File: config.mk
export PLATFORM = sky130hd
export DESIGN_NAME = fru_filter_controller
export DESIGN_NICKNAME = d
export VERILOG_FILES = /design/src/rtl/fru_filter_controller.sv
export SDC_FILE = /design/constraint.sdc
export NUM_CORES = 1
export LEC_CHECK = 0
export ABC_AREA = 1
export BUFFER_PORTS_ARGS = -buffer_cell sky130_fd_sc_hd__buf_2
export CORE_MARGIN = 2
export CORE_UTILIZATION = 40
export CTS_CLUSTER_DIAMETER = 40
export DETAILED_ROUTE_END_ITERATION = 10
export PLACE_DENSITY = 0.55
export SLEW_MARGIN = 20
export SYNTH_ARGS = -nofsm -noshare
export SYNTH_HDL_FRONTEND = slang
export SYNTH_SLANG_ARGS = --single-unit
File: constraint.sdc
create_clock -name Clk -period 3.5 [get_ports Clk]
set_clock_uncertainty 0.15 [all_clocks]
set_input_delay 0.525 -clock Clk [delete_from_list [all_inputs] [get_ports Clk]]
set_output_delay 0.525 -clock Clk [all_outputs]
set_load 0.005 [all_outputs]
File: src/rtl/fru_filter_controller.sv
// fru_filter_controller: serial-configured sequencer driving one bypass filter unit for a hold window or until cleared.
module fru_filter_controller #(
  parameter int FILTER_SIZE = 10,
  parameter int CNT_WIDTH   = 8,
  parameter int SHADOW_W    = 2*FILTER_SIZE+CNT_WIDTH+2
) (
  input  logic                   Clk,
  input  logic                   Rst,
  input  logic                   CfgShiftEn,
  input  logic                   CfgIn,
  output logic                   CfgOut,
  input  logic                   CfgCommit,
  input  logic                   Trigger,
  input  logic                   Clear,
  output logic [FILTER_SIZE-1:0] BypassEn,
  output logic [FILTER_SIZE-1:0] RegConst,
  output logic                   FruEn,
  output logic                   Armed,
  output logic                   CommitPending
);
  localparam int HI = SHADOW_W-1;
  typedef enum logic [1:0] {IDLE, ARMED, ACTIVE} state_t;
  state_t state_q, state_d;
  logic [SHADOW_W-1:0] shadow_q, cfg_q, pend_q;
  logic [CNT_WIDTH-1:0] cnt_q, cnt_d, hold;
  logic fru_q, cfgout_q, pending_q, eff_en, leaving, apply_now;
  assign hold = cfg_q[2*FILTER_SIZE+CNT_WIDTH-1:2*FILTER_SIZE];
  // Exit decisions see the config that will be in force once a deferred commit lands
  assign eff_en = pending_q ? pend_q[HI] : cfg_q[HI];
  assign leaving = (state_q == ACTIVE) && (state_d != ACTIVE);
  assign apply_now = CfgCommit && ((state_q != ACTIVE) || leaving);
  assign BypassEn = cfg_q[FILTER_SIZE-1:0];
  assign RegConst = cfg_q[2*FILTER_SIZE-1:FILTER_SIZE];
  assign FruEn = fru_q;
  assign Armed = (state_q == ARMED);
  assign CommitPending = pending_q;
  assign CfgOut = cfgout_q;
  always_comb begin
    state_d = state_q;
    cnt_d = cnt_q;
    if (Clear) state_d = IDLE;
    else if (state_q == IDLE) state_d = cfg_q[HI] ? ARMED : IDLE;
    else if (state_q == ARMED) begin
      if (!cfg_q[HI]) state_d = IDLE;
      else if (Trigger) begin
        state_d = ACTIVE;
        cnt_d = (hold == '0) ? '0 : hold - 1'b1;
      end
    end else if (state_q == ACTIVE) begin
      if (!cfg_q[HI-1]) begin
        if (cnt_q == '0) state_d = eff_en ? ARMED : IDLE;
        else cnt_d = cnt_q - 1'b1;
      end
    end else state_d = IDLE;
  end
  always_ff @(posedge Clk) begin
    if (Rst) begin
      state_q <= IDLE;
      cnt_q <= '0;
      shadow_q <= '0;
      cfg_q <= '0;
      pend_q <= '0;
      pending_q <= 1'b0;
      fru_q <= 1'b0;
      cfgout_q <= 1'b0;
    end else begin
      state_q <= state_d;
      cnt_q <= cnt_d;
      fru_q <= (state_d == ACTIVE);
      if (CfgShiftEn) begin
        shadow_q <= {shadow_q[HI-1:0], CfgIn};
        cfgout_q <= shadow_q[HI];
      end
      if (apply_now) cfg_q <= shadow_q;
      else if (leaving && pending_q) cfg_q <= pend_q;
      if (CfgCommit && (state_q == ACTIVE) && !leaving) begin
        pend_q <= shadow_q;
        pending_q <= 1'b1;
      end else if (leaving) pending_q <= 1'b0;
    end
  end
endmodule

==> results_dict.tcl, run 1 <==
set metrics [dict create \
    path_delay_family "simple AND/OR/NAND/NOR gates" \
    floorplan.initialDensity_pct 40.6 \
    synth_compound_gate_area_share_pct 21.0 \
    critPathKind "reg2reg" \
    timing.fmax_mhz 370 \
    cts_num_sinks 103 \
    number_of_register_bits_inferred_by_synthesis 103 \
    cp_launch_type "flop" \
    setup_repair_after_global_routing_missed_its_margin "no" \
    number_of_max_slew_violations_in_the_final_report 0 \
    final.fill_count 1291 \
    synth.largest_area_cell "sky130_fd_sc_hd__dfxtp_1" \
    total_leakage_power_nw 2.08 \
    coreArea_mm2 0.0125 \
    drt-vias-per-instance 4.99 \
    post_drt_wl_per_cell_um 13.8 \
    dr_total_vias 3951 \
    synth.top_cells.by_area "sky130_fd_sc_hd__dfxtp_1 (41%), sky130_fd_sc_hd__a21oi_1 (7.1%), sky130_fd_sc_hd__nand3_1 (6.3%), sky130_fd_sc_hd__nand3_2 (6.3%), sky130_fd_sc_hd__inv_1 (6.1%)" \
    seqCellArea_mm2 0.00206 \
    worst-slew-pin-transition_ns 0.985 \
    grt_max_degree 66 \
    antenna_found_initial 0 \
    port-buffer-count 30 \
    number_of_cells_produced_by_synthesis 631 \
    slew_headroom_pct 34.3 \
    drt.antenna.violating_nets 0 \
    synth_cell_types 33 \
    grt_util_all_layers_pct 16.8 \
    ys_async_rst_share_pct 0 \
    net_count_of_the_finished_layout 627 \
    synthMuxAreaShare_pct 0 \
    fp-row-count 41 \
    use_met3_pct 4.77 \
    htree_num_levels 3 \
    gr-max-usage-layer "met2" \
    die_h_um 116 \
    hold_class "in2reg" \
    cp.required_ns 3.56 \
    clockRootBuffer "sky130_fd_sc_hd__clkbuf_16" \
    clk-insertion-delay-late_ns 0.34 \
    synth-seq-area-share_pct 40.8 \
    multiInputGateArea_mm2 0.00225 \
    yosys.area_share.adder_pct 1.48 \
    ir_worst_vdd_mv 0.286 \
    synth_simple_gate_area_share_pct 20.9 \
    dpl.hpwl_um 6500 \
    synth-warning-count 0 \
    number_of_global_route_vias_before_repair 3645 \
    drtPass1Iterations 4 \
    synthMostInstantiatedCell "sky130_fd_sc_hd__dfxtp_1" \
    drt_first_iter_violations 323 \
    ios 31 \
    cts_hold_bufs 0 \
    critical-path-top-cell-by-count "sky130_fd_sc_hd__nand2_1" \
    hold_violations 0 \
    grt_pass1_wl_um 17900 \
    post_synth_instance_area_mm2 0.00506 \
    yosys.area.top_type_share_pct 40.8 \
    critPathSlowestCell "sky130_fd_sc_hd__buf_4" \
    crit_chain "inv_1 -> ha_1 -> inv_2 -> nor2_1 -> a31oi_1 -> nand2_1 -> nand2_2 -> nand3_4 -> nand2_4 -> buf_4 -> nand2_1 -> nand3_2 -> a21oi_2" \
    crit_path_max_incr_delay_ns 0.39 \
    floorplan.die.width_um 116 \
    crit_path_end_kind "flop" \
    num_antenna_cells 0 \
    crit_path_max_fanout 33 \
    p_total_mw 2.62 \
    cts_post_setup_buffers_inserted 0 \
    grtUsageMet1_pct 23.0 \
    gp_congestion 0.799 \
    worst_setup_hold_path_clk_slew_ns 0.07 \
    finalCritPeriodShare_pct 77.2 \
    yosys.area_share.xor_xnor_pct 1.04 \
    cp.arrival_ns 2.76 \
    worst-r2r-setup-slack_ns 0.80 \
    synth_edf_count 0 \
    synthesis.area_per_instance_um2 8.01 \
    ctsResizeCount 0 \
    tritoncts.num_buffers 9 \
    layout-drive-gt1-share_pct 20.7 \
    main_combinational_cell_family_by_area_after_synthesis "compound AO/OA/AOI/OAI gates" \
    finalWorstPathRequiredPeriod_ns 2.70 \
    status "finished, final reports clean" \
    met2_usage_pct 26.0 \
    drv.max_cap_violation_count 0 \
    grt-ovfl-total 0 \
    setup_viol 0 \
    path_buf_inv 3 \
    syn-num-nets 644 \
    postRouteWirelength_um 10900 \
    tns_ns 0 \
    cts_tree "built" \
    die_area_mm2 0.0136 \
    worst_hold_slack_ns 0.273 \
    synth_common_cells "sky130_fd_sc_hd__dfxtp_1 (103), sky130_fd_sc_hd__inv_1 (82), sky130_fd_sc_hd__a21oi_1 (72)" \
    p_per_area_mw_per_mm2 488 \
    ctsLongestPathBuffers 2 \
    areaGrowthSynthToFinish_pct 6.43 \
    postSynth.topFlopCell "sky130_fd_sc_hd__dfxtp_1" \
    drt_drc_violations_left 0 \
]
metal layers:
metal | up-vias | part of all wire (%)
met5 | - | 0
met4 | 0 | 1.2
met3 | 10 | 4.5
met2 | 74 | 44
met1 | 1829 | 50
li1 | 2038 | -
state kept, by name, indices dropped and copies added (netlist names):
| register | cells |
|---|---|
| CfgOut | 1 |
| CommitPending | 1 |
| FruEn | 1 |
| cfg_q | 30 |
| cnt_q | 8 |
| pend_q | 30 |
| shadow_q | 30 |
| state_q | 2 |
worst register-to-register path: stages, from the launching register on:
cell                      delay (ns)
sky130_fd_sc_hd__dfxtp_1        0.38
sky130_fd_sc_hd__inv_1          0.08
sky130_fd_sc_hd__ha_1           0.30
sky130_fd_sc_hd__inv_2          0.17
sky130_fd_sc_hd__nor2_1         0.07
sky130_fd_sc_hd__a31oi_1        0.13
sky130_fd_sc_hd__nand2_1        0.08
sky130_fd_sc_hd__nand2_2        0.10
sky130_fd_sc_hd__nand3_4        0.08
sky130_fd_sc_hd__nand2_4        0.33
sky130_fd_sc_hd__buf_4          0.40
sky130_fd_sc_hd__nand2_1        0.13
sky130_fd_sc_hd__nand3_2        0.09
sky130_fd_sc_hd__a21oi_2        0.06
kinds of logic (layout without fill, tap and decap cells):
| family | count (synthesis) | after routing |
|---|---|---|
| xor gates and xnor gates | 6 | 6 |
| adders and majority gates | 6 | 6 |
| AOI/OAI and AO/OA | 184 | 184 |
| DFF | 103 | 103 |
| and+or+nand+nor | 184 | 184 |
| buffers and inverters | 148 | 136 |
final cells by class:
| type | instances | share of cell area (%) |
|---|---|---|
| tap | 172 | 4.00 |
| timing repair buffer | 36 | 3.63 |
| clock buffer | 11 | 4.51 |
| multi-input combinational | 380 | 41.7 |
| sequential | 103 | 38.3 |
| clock inverter | 5 | 1.95 |
| inverter | 84 | 5.86 |
report_power, final:
part	switching, mW	total [mW]	internal, mW
Combinational	0.143	0.219	0.0760
Sequential	0.0274	1.24	1.21
Clock	0.448	1.17	0.719
Total	0.618	2.62	2.01
worst paths after layout:
path	from	endpoint	depth (start not counted)
hold reg to reg	pend_q[17]	pend_q[17]	2
hold / removal	CfgIn	shadow_q[0]	3
setup reg to reg	state_q[1]	cfg_q[25]	13
setup / recovery	state_q[1]	cfg_q[25]	13
cell usage in the layout, fill, tap and decap left out, drive strengths merged:
cell | synthesis | layout
inv | 84 | 84
clkinvlp | 0 | 2
o21ai | 73 | 73
bufinv | 0 | 3
and2 | 1 | 1
a221oi | 2 | 2
a31oi | 3 | 3
a21oi | 103 | 103
nor3b | 1 | 1
a211oi | 3 | 3
or2 | 1 | 1
xnor2 | 3 | 3
nand4 | 1 | 1
nand2 | 57 | 57
nand3b | 1 | 1
ha | 6 | 6
nor2 | 21 | 21
nor3 | 3 | 3
dfxtp | 103 | 103
xor2 | 3 | 3
clkbuf | 22 | 11
buf | 42 | 36
nand3 | 98 | 98
metrics by stage:
stage / cells / area, um2 / utilization [%] / setup WS (ns)
finish: 791 / 5380 / 43.2 / 0.799
global route: 791 / 5380 / 43.2 / 0.511
CTS: 791 / 5380 / 43.2 / 0.765
detailed placement: 775 / 5030 / 40.4 / 0.791
global placement: 775 / 5030 / 40.4 / 0.865
floorplan: 631 / 5060 / - / 1.52
Note: power is estimated with default switching activity, not from simulation.
==> run 2: changes to the inputs <==
ABC_AREA = 0   (was 1)
PLACE_DENSITY = 0.56   (was 0.55)
clock period = 2.8 ns   (was 3.5 ns; I/O delays follow)
==> run 2 against run 1 <==
  * Cell count decreased by 13%
  * First-iteration DRC count decreased by 33%
  * Combinational power decreased by 12%
  * Hold slack got worse by 0.076 ns
  * Sequential power grew 22%
  * Core utilization up 2.5 points
  * Clock power is 15% higher
  * Maximum frequency up 12%
  * Synthesized cell count is 14% lower
==> results_dict.tcl, run 2 <==
set metrics [dict create \
    num_antenna_cells 0 \
    port-buffer-count 30 \
    cp_launch_type "flop" \
    fp-row-count 39 \
    setup_repair_after_global_routing_missed_its_margin "no" \
    drt-vias-per-instance 5.20 \
    timing.fmax_mhz 414 \
    drt.antenna.violating_nets 0 \
    crit_path_end_kind "flop" \
    die_h_um 113 \
    postSynth.topFlopCell "sky130_fd_sc_hd__dfxtp_1" \
    grt_pass1_wl_um 16300 \
    drt_first_iter_violations 217 \
    synth_edf_count 0 \
    total_leakage_power_nw 1.99 \
    grt_util_all_layers_pct 15.7 \
    hold_violations 0 \
    dpl-instance-area_mm2 0.00491 \
    post_drt_wl_per_cell_um 14.1 \
    finalCritPeriodShare_pct 86.3 \
    postRouteWirelength_um 9700 \
    number_of_cells_produced_by_synthesis 541 \
    cts_post_setup_buffers_inserted 0 \
    p_sw_mw 0.692 \
    dr_total_vias 3587 \
    worst_setup_hold_path_clk_slew_ns 0.07 \
    synth.top_cells.by_area "sky130_fd_sc_hd__dfxtp_1 (44%), sky130_fd_sc_hd__nand2_1 (10%), sky130_fd_sc_hd__a311oi_2 (9.5%), sky130_fd_sc_hd__mux2i_1 (6.8%), sky130_fd_sc_hd__nor2_1 (5.2%)" \
    numPlacedInstances 674 \
    die_area_mm2 0.0127 \
    reg.largest.list "cfg_q x30, pend_q x30, shadow_q x30" \
    tritoncts.num_buffers 9 \
    antenna_found_initial 0 \
    net_count_of_the_finished_layout 555 \
    ctsLongestPathBuffers 2 \
    synthMostInstantiatedCell "sky130_fd_sc_hd__nand2_1" \
    status "finished, final reports clean" \
    clockRootBuffer "sky130_fd_sc_hd__clkbuf_16" \
    setup_viol 0 \
    coreArea_mm2 0.0115 \
    share_comb_of_total_power_pct 6.4 \
    clk-insertion-delay-late_ns 0.34 \
    floorplan.initialDensity_pct 41.2 \
    slew_headroom_pct 59.1 \
    critPathKind "reg2reg" \
    layout.cell_area.non_filler_mm2 0.00524 \
    ir_worst_vdd_mv 0.379 \
    synth.largest_area_cell "sky130_fd_sc_hd__dfxtp_1" \
    multiInputGateArea_mm2 0.00229 \
    drtPass1Iterations 4 \
    seqCellArea_mm2 0.00206 \
    drv.max_cap_violation_count 0 \
    synth-seq-area-share_pct 43.6 \
    ios 31 \
    cts_hold_bufs 0 \
    hold_class "in2reg" \
    grt-ovfl-total 0 \
    number_of_global_route_vias_before_repair 3332 \
    sw_ratio_pct 22.8 \
    final.fill_count 1080 \
    crit_path_max_fanout 38 \
    floorplan.die.width_um 113 \
    layout.cells.most_common_list "sky130_fd_sc_hd__nand2_1 (130), sky130_fd_sc_hd__dfxtp_1 (103), sky130_fd_sc_hd__nor2_1 (66)" \
    finalWorstPathRequiredPeriod_ns 2.42 \
    cts_tree "built" \
    cp.arrival_ns 2.52 \
    synthesis.area_per_instance_um2 8.74 \
    post_synth_instance_area_mm2 0.00473 \
    grt_max_degree 39 \
    synth-warning-count 0 \
    power_frac_seq_pct 49.6 \
    ys_async_rst_share_pct 0 \
    clkPwrFrac_pct 44.1 \
    drt_drc_violations_left 0 \
    gp_congestion 0.841 \
    cellInternalPower_mw 2.35 \
    worst-slew-pin-transition_ns 0.614 \
    cts_num_sinks 103 \
    number_of_max_slew_violations_in_the_final_report 0 \
    syn-num-nets 554 \
    htree_num_levels 3 \
    tns_ns 0 \
    cp.required_ns 2.91 \
    stdcell_count 690 \
    ctsResizeCount 0 \
    mostFrequentLayoutCell "sky130_fd_sc_hd__nand2_1" \
    dpl.hpwl_um 6030 \
    layout-drive-gt1-share_pct 20.1 \
    synth_common_cells "sky130_fd_sc_hd__nand2_1 (130), sky130_fd_sc_hd__dfxtp_1 (103), sky130_fd_sc_hd__nor2_1 (66)" \
    synth_cell_types 44 \
    yosys.area.top_type_share_pct 43.6 \
    number_of_register_bits_inferred_by_synthesis 103 \
    p_per_area_mw_per_mm2 580 \
    areaGrowthSynthToFinish_pct 10.9 \
]
-- run 2: cell types whose count changed in the layout (fill, tap and decap cells not counted), moves of 5 or more --
cell and delta:
sky130_fd_sc_hd__nand2_1 +80, sky130_fd_sc_hd__inv_1 -69, sky130_fd_sc_hd__nand3_1 -61, sky130_fd_sc_hd__nor2_1 +47
sky130_fd_sc_hd__a21oi_1 -37, sky130_fd_sc_hd__mux2i_1 +32, sky130_fd_sc_hd__o21ai_0 -32, sky130_fd_sc_hd__nand3_2 -31
sky130_fd_sc_hd__a311oi_2 +30, sky130_fd_sc_hd__o21ai_1 -30, sky130_fd_sc_hd__a21oi_2 -29, sky130_fd_sc_hd__nor2_2 +8
sky130_fd_sc_hd__buf_4 +6, sky130_fd_sc_hd__buf_12 +5
-- run 2: per-stage QoR --
step	hold WS [ns]	setup slack (ns)	total power, mW	utilization (%)
2_1_floorplan	0.287	0.575	1.70	-
3_3_place_gp	0.291	0.460	1.73	42.8
3_5_place_dp	0.297	0.420	1.73	42.8
4_1_cts	0.189	0.404	3.08	45.7
5_1_grt	0.195	0.194	3.15	45.7
6_report	0.196	0.383	3.04	45.7
-- run 2: final timing paths --
| path | startpoint | end | slack (ns) | cells after the start |
|---|---|---|---|---|
| max | cnt_q[0] | cfg_q[24] | 0.38 | 9 |
| min | CfgIn | shadow_q[0] | 0.20 | 3 |
| max reg2reg | cnt_q[0] | cfg_q[24] | 0.38 | 9 |
| min reg2reg | pend_q[24] | pend_q[24] | 0.31 | 2 |
-- run 2: logic make-up (layout without fill, tap and decap cells) --
logic type	Yosys count	after routing	synth area share (%)
simple gates	226	226	20.2
flops	103	103	43.6
compound gates	100	100	18.7
buf+inv	69	75	8.21
mux	32	32	6.78
fa+ha+maj	6	6	1.59
xor+xnor	5	5	0.927
-- run 2: power groups by stage --
stage / logic [mW] / clock network (mW) / registers [mW]
finish: 0.193 / 1.34 / 1.51
CTS: 0.196 / 1.37 / 1.51
global placement: 0.192 / 0 / 1.54
global route: 0.212 / 1.43 / 1.51
floorplan: 0.166 / 0 / 1.53
detailed placement: 0.195 / 0 / 1.54
-- run 2: final cells by class --
class	instances	share of cell area (%)
Clock buffer	12	5.09
Clock inverter	4	1.12
Inverter	13	0.931
Multi-Input combinational cell	369	43.7
Sequential cell	103	39.4
Tap cell	143	3.42
Timing Repair Buffer	46	6.40
-- run 2: per-layer routing --
layer / up-vias / share of wire (%) / track usage (%)
met5: - / 0 / 0
met4: 0 / 1.1 / 4.39
met3: 10 / 3.5 / 4.61
met2: 43 / 46 / 24.2
met1: 1724 / 50 / 21.6
li1: 1810 / - / -
-- run 2: worst max-delay path, stage by stage, from the launching register on --
cell                       delay (ns)
sky130_fd_sc_hd__dfxtp_1         0.42
sky130_fd_sc_hd__inv_1           0.11
sky130_fd_sc_hd__ha_1            0.22
sky130_fd_sc_hd__nor4b_4         0.14
sky130_fd_sc_hd__a21o_1          0.22
sky130_fd_sc_hd__a31oi_4         0.26
sky130_fd_sc_hd__a31o_4          0.23
sky130_fd_sc_hd__buf_12          0.24
sky130_fd_sc_hd__nor2_1          0.08
sky130_fd_sc_hd__a311oi_2        0.24
==> run 3: changes to the inputs <==
--- a/config.mk
+++ b/config.mk
@@ -12,5 +12,6 @@
 export CTS_CLUSTER_DIAMETER = 40
 export DETAILED_ROUTE_END_ITERATION = 10
-export PLACE_DENSITY = 0.56
+export PLACE_DENSITY = 0.64
+export SKIP_CTS_REPAIR_TIMING = 1
 export SLEW_MARGIN = 20
 export SYNTH_ARGS = -nofsm -noshare
==> constraint.sdc (replaced) <==
create_clock -name Clk -period 2.8 [get_ports Clk]
set_clock_uncertainty 0.15 [all_clocks]
set_input_delay 0.7 -clock Clk [delete_from_list [all_inputs] [get_ports Clk]]
set_output_delay 0.7 -clock Clk [all_outputs]
set_load 0.005 [all_outputs]
==> run 3 against run 2 <==
  * Flip-flop and latch count unchanged
  * Hold slack improved by 0.11 ns
  * Combinational power about the same
  * Largest power group unchanged
  * Non-clock buffer count decreased by 4
  * Routed wire length decreased by 1.7%
  * Via count decreased by 0.11%
  * Design area decreased by 1.4%
==> results_dict.tcl, run 3 (synthesized netlist as in run 2, its figures left out) <==
set metrics [dict create \
    status "finished, final reports clean" \
    finalCritPeriodShare_pct 90.6 \
    mostFrequentLayoutCell "sky130_fd_sc_hd__nand2_1" \
    critical_path.reg2reg.startpoint "cnt_q[0]" \
    drt_drc_violations_left 0 \
    critPathSlowestCell "sky130_fd_sc_hd__dfxtp_1" \
    timing.fmax_mhz 394 \
    cp.required_ns 2.90 \
    drt.antenna.violating_nets 0 \
    total_leakage_power_nw 1.95 \
    crit_chain "inv_1 -> ha_1 -> nor4b_4 -> a21o_1 -> a21oi_2 -> a31o_2 -> buf_12 -> nor2_2 -> a311oi_2" \
    slew_headroom_pct 59.8 \
    seqCellArea_mm2 0.00206 \
    numPlacedInstances 670 \
    drv.max_cap_violation_count 0 \
    layout-drive-gt1-share_pct 19.4 \
    cp.arrival_ns 2.63 \
    ios 31 \
    number_of_global_route_vias_before_repair 3409 \
    grt_max_degree 61 \
    path_delay_family "compound AO/OA/AOI/OAI gates" \
    setup_repair_after_global_routing_missed_its_margin "no" \
    clk-insertion-delay-late_ns 0.34 \
    postRouteWirelength_um 9540 \
    final.fill_count 1092 \
    grt_util_all_layers_pct 15.8 \
    clockRootBuffer "sky130_fd_sc_hd__clkbuf_16" \
    number_of_max_slew_violations_in_the_final_report 0 \
    crit_path_max_incr_delay_ns 0.41 \
    reg.largest.list "cfg_q x30, pend_q x30, shadow_q x30" \
    ir_worst_vdd_mv 0.349 \
    grt_pass1_wl_um 16400 \
    finish.utilization_pct 45.0 \
    antenna_found_initial 0 \
    dr_total_vias 3583 \
    fp-row-count 39 \
    crit_path_max_fanout 60 \
    gp_congestion 0.891 \
    multiInputGateArea_mm2 0.00228 \
    p_per_area_mw_per_mm2 553 \
    critPathKind "reg2reg" \
    hold_class "reg2reg" \
    p_total_mw 2.85 \
    die_h_um 113 \
    num_antenna_cells 0 \
    path_buf_inv 2 \
    layout.cells.most_common_list "sky130_fd_sc_hd__nand2_1 (130), sky130_fd_sc_hd__dfxtp_1 (103), sky130_fd_sc_hd__nor2_1 (66)" \
    register_to_register_path_depth 9 \
    setup_viol 0 \
    stdcell_count 685 \
    port-buffer-count 30 \
    floorplan.die.width_um 113 \
    tritoncts.num_buffers 9 \
    htree_num_levels 3 \
    worst-r2r-setup-slack_ns 0.26 \
    crit_path_end_kind "flop" \
    drt-vias-per-instance 5.23 \
    dpl-instance-area_mm2 0.00489 \
    ctsLongestPathBuffers 2 \
    destination_of_the_worst_hold_path "pend_q[0]" \
    cp_launch_type "flop" \
    worst-slew-pin-transition_ns 0.603 \
    net_count_of_the_finished_layout 551 \
    finalWorstPathRequiredPeriod_ns 2.54 \
    drtPass1Iterations 4 \
    areaGrowthSynthToFinish_pct 9.29 \
    grt-ovfl-total 0 \
    cts_num_sinks 103 \
    die_area_mm2 0.0127 \
    tns_ns 0 \
    timing.hold.worst.start "pend_q[0]" \
    place_ws_ns 0.152 \
    rr_endpoint "cfg_q[10]" \
    hold_violations 0 \
    fin_ws_ns 0.263 \
    holdPathStages 2 \
    worst_hold_slack_ns 0.308 \
    floorplan.initialDensity_pct 41.2 \
    dpl.hpwl_um 5780 \
    coreArea_mm2 0.0115 \
    drt_first_iter_violations 269 \
    post_drt_wl_per_cell_um 13.9 \
    layout.cell_area.non_filler_mm2 0.00516 \
    worst_setup_hold_path_clk_slew_ns 0.07 \
    cts_tree "built" \
]
==> run 3: final cells by class <==
type,count,share of cell area [%]
Clock inverter,4,0.606
Inverter,13,0.945
Timing Repair Buffer,42,6.15
Tap cell,143,3.46
Multi-Input combinational cell,369,44.2
Sequential cell,103,39.9
Clock buffer,11,4.70
==> run 3: how the worst max path moves through the flow <==
stage                      endpoint  cells past startpoint     start  slack, ns
after floorplan           cfg_q[10]                     10  cnt_q[0]       0.58
after global placement    cfg_q[28]                      9  cnt_q[0]       0.28
after detailed placement   cfg_q[8]                      9  cnt_q[0]       0.15
after CTS                  cfg_q[1]                      9  cnt_q[0]       0.14
after global routing       cfg_q[9]                      9  cnt_q[0]        0.1
final                     cfg_q[10]                      9  cnt_q[0]       0.26
==> run 3: metal layers <==
| layer | wire (um) | up-vias | part of all wire [%] | global-route usage, % |
|---|---|---|---|---|
| li1 | - | 1809 | - | - |
| met1 | 4670 | 1696 | 49 | 21.2 |
| met2 | 4320 | 76 | 45 | 24.6 |
| met3 | 509 | 2 | 5.3 | 4.87 |
| met4 | 36 | 0 | 0.38 | 4.47 |
| met5 | 0 | - | 0 | 0 |
==> run 3: worst reg2reg max path: cells and delay by family, from the launching register on <==
family	cells	cell delay [ns]
compound gates	4	1.00
buf+inv	2	0.41
flops	1	0.41
simple gates	2	0.26
fa+ha+maj	1	0.22
==> run 3: power by group <==
| part | switching, mW | internal, mW | total (mW) |
|---|---|---|---|
| combinational | 0.112 | 0.0780 | 0.190 |
| clock | 0.531 | 0.627 | 1.16 |
| sequential | 0.0184 | 1.49 | 1.51 |
| total | 0.662 | 2.19 | 2.85 |
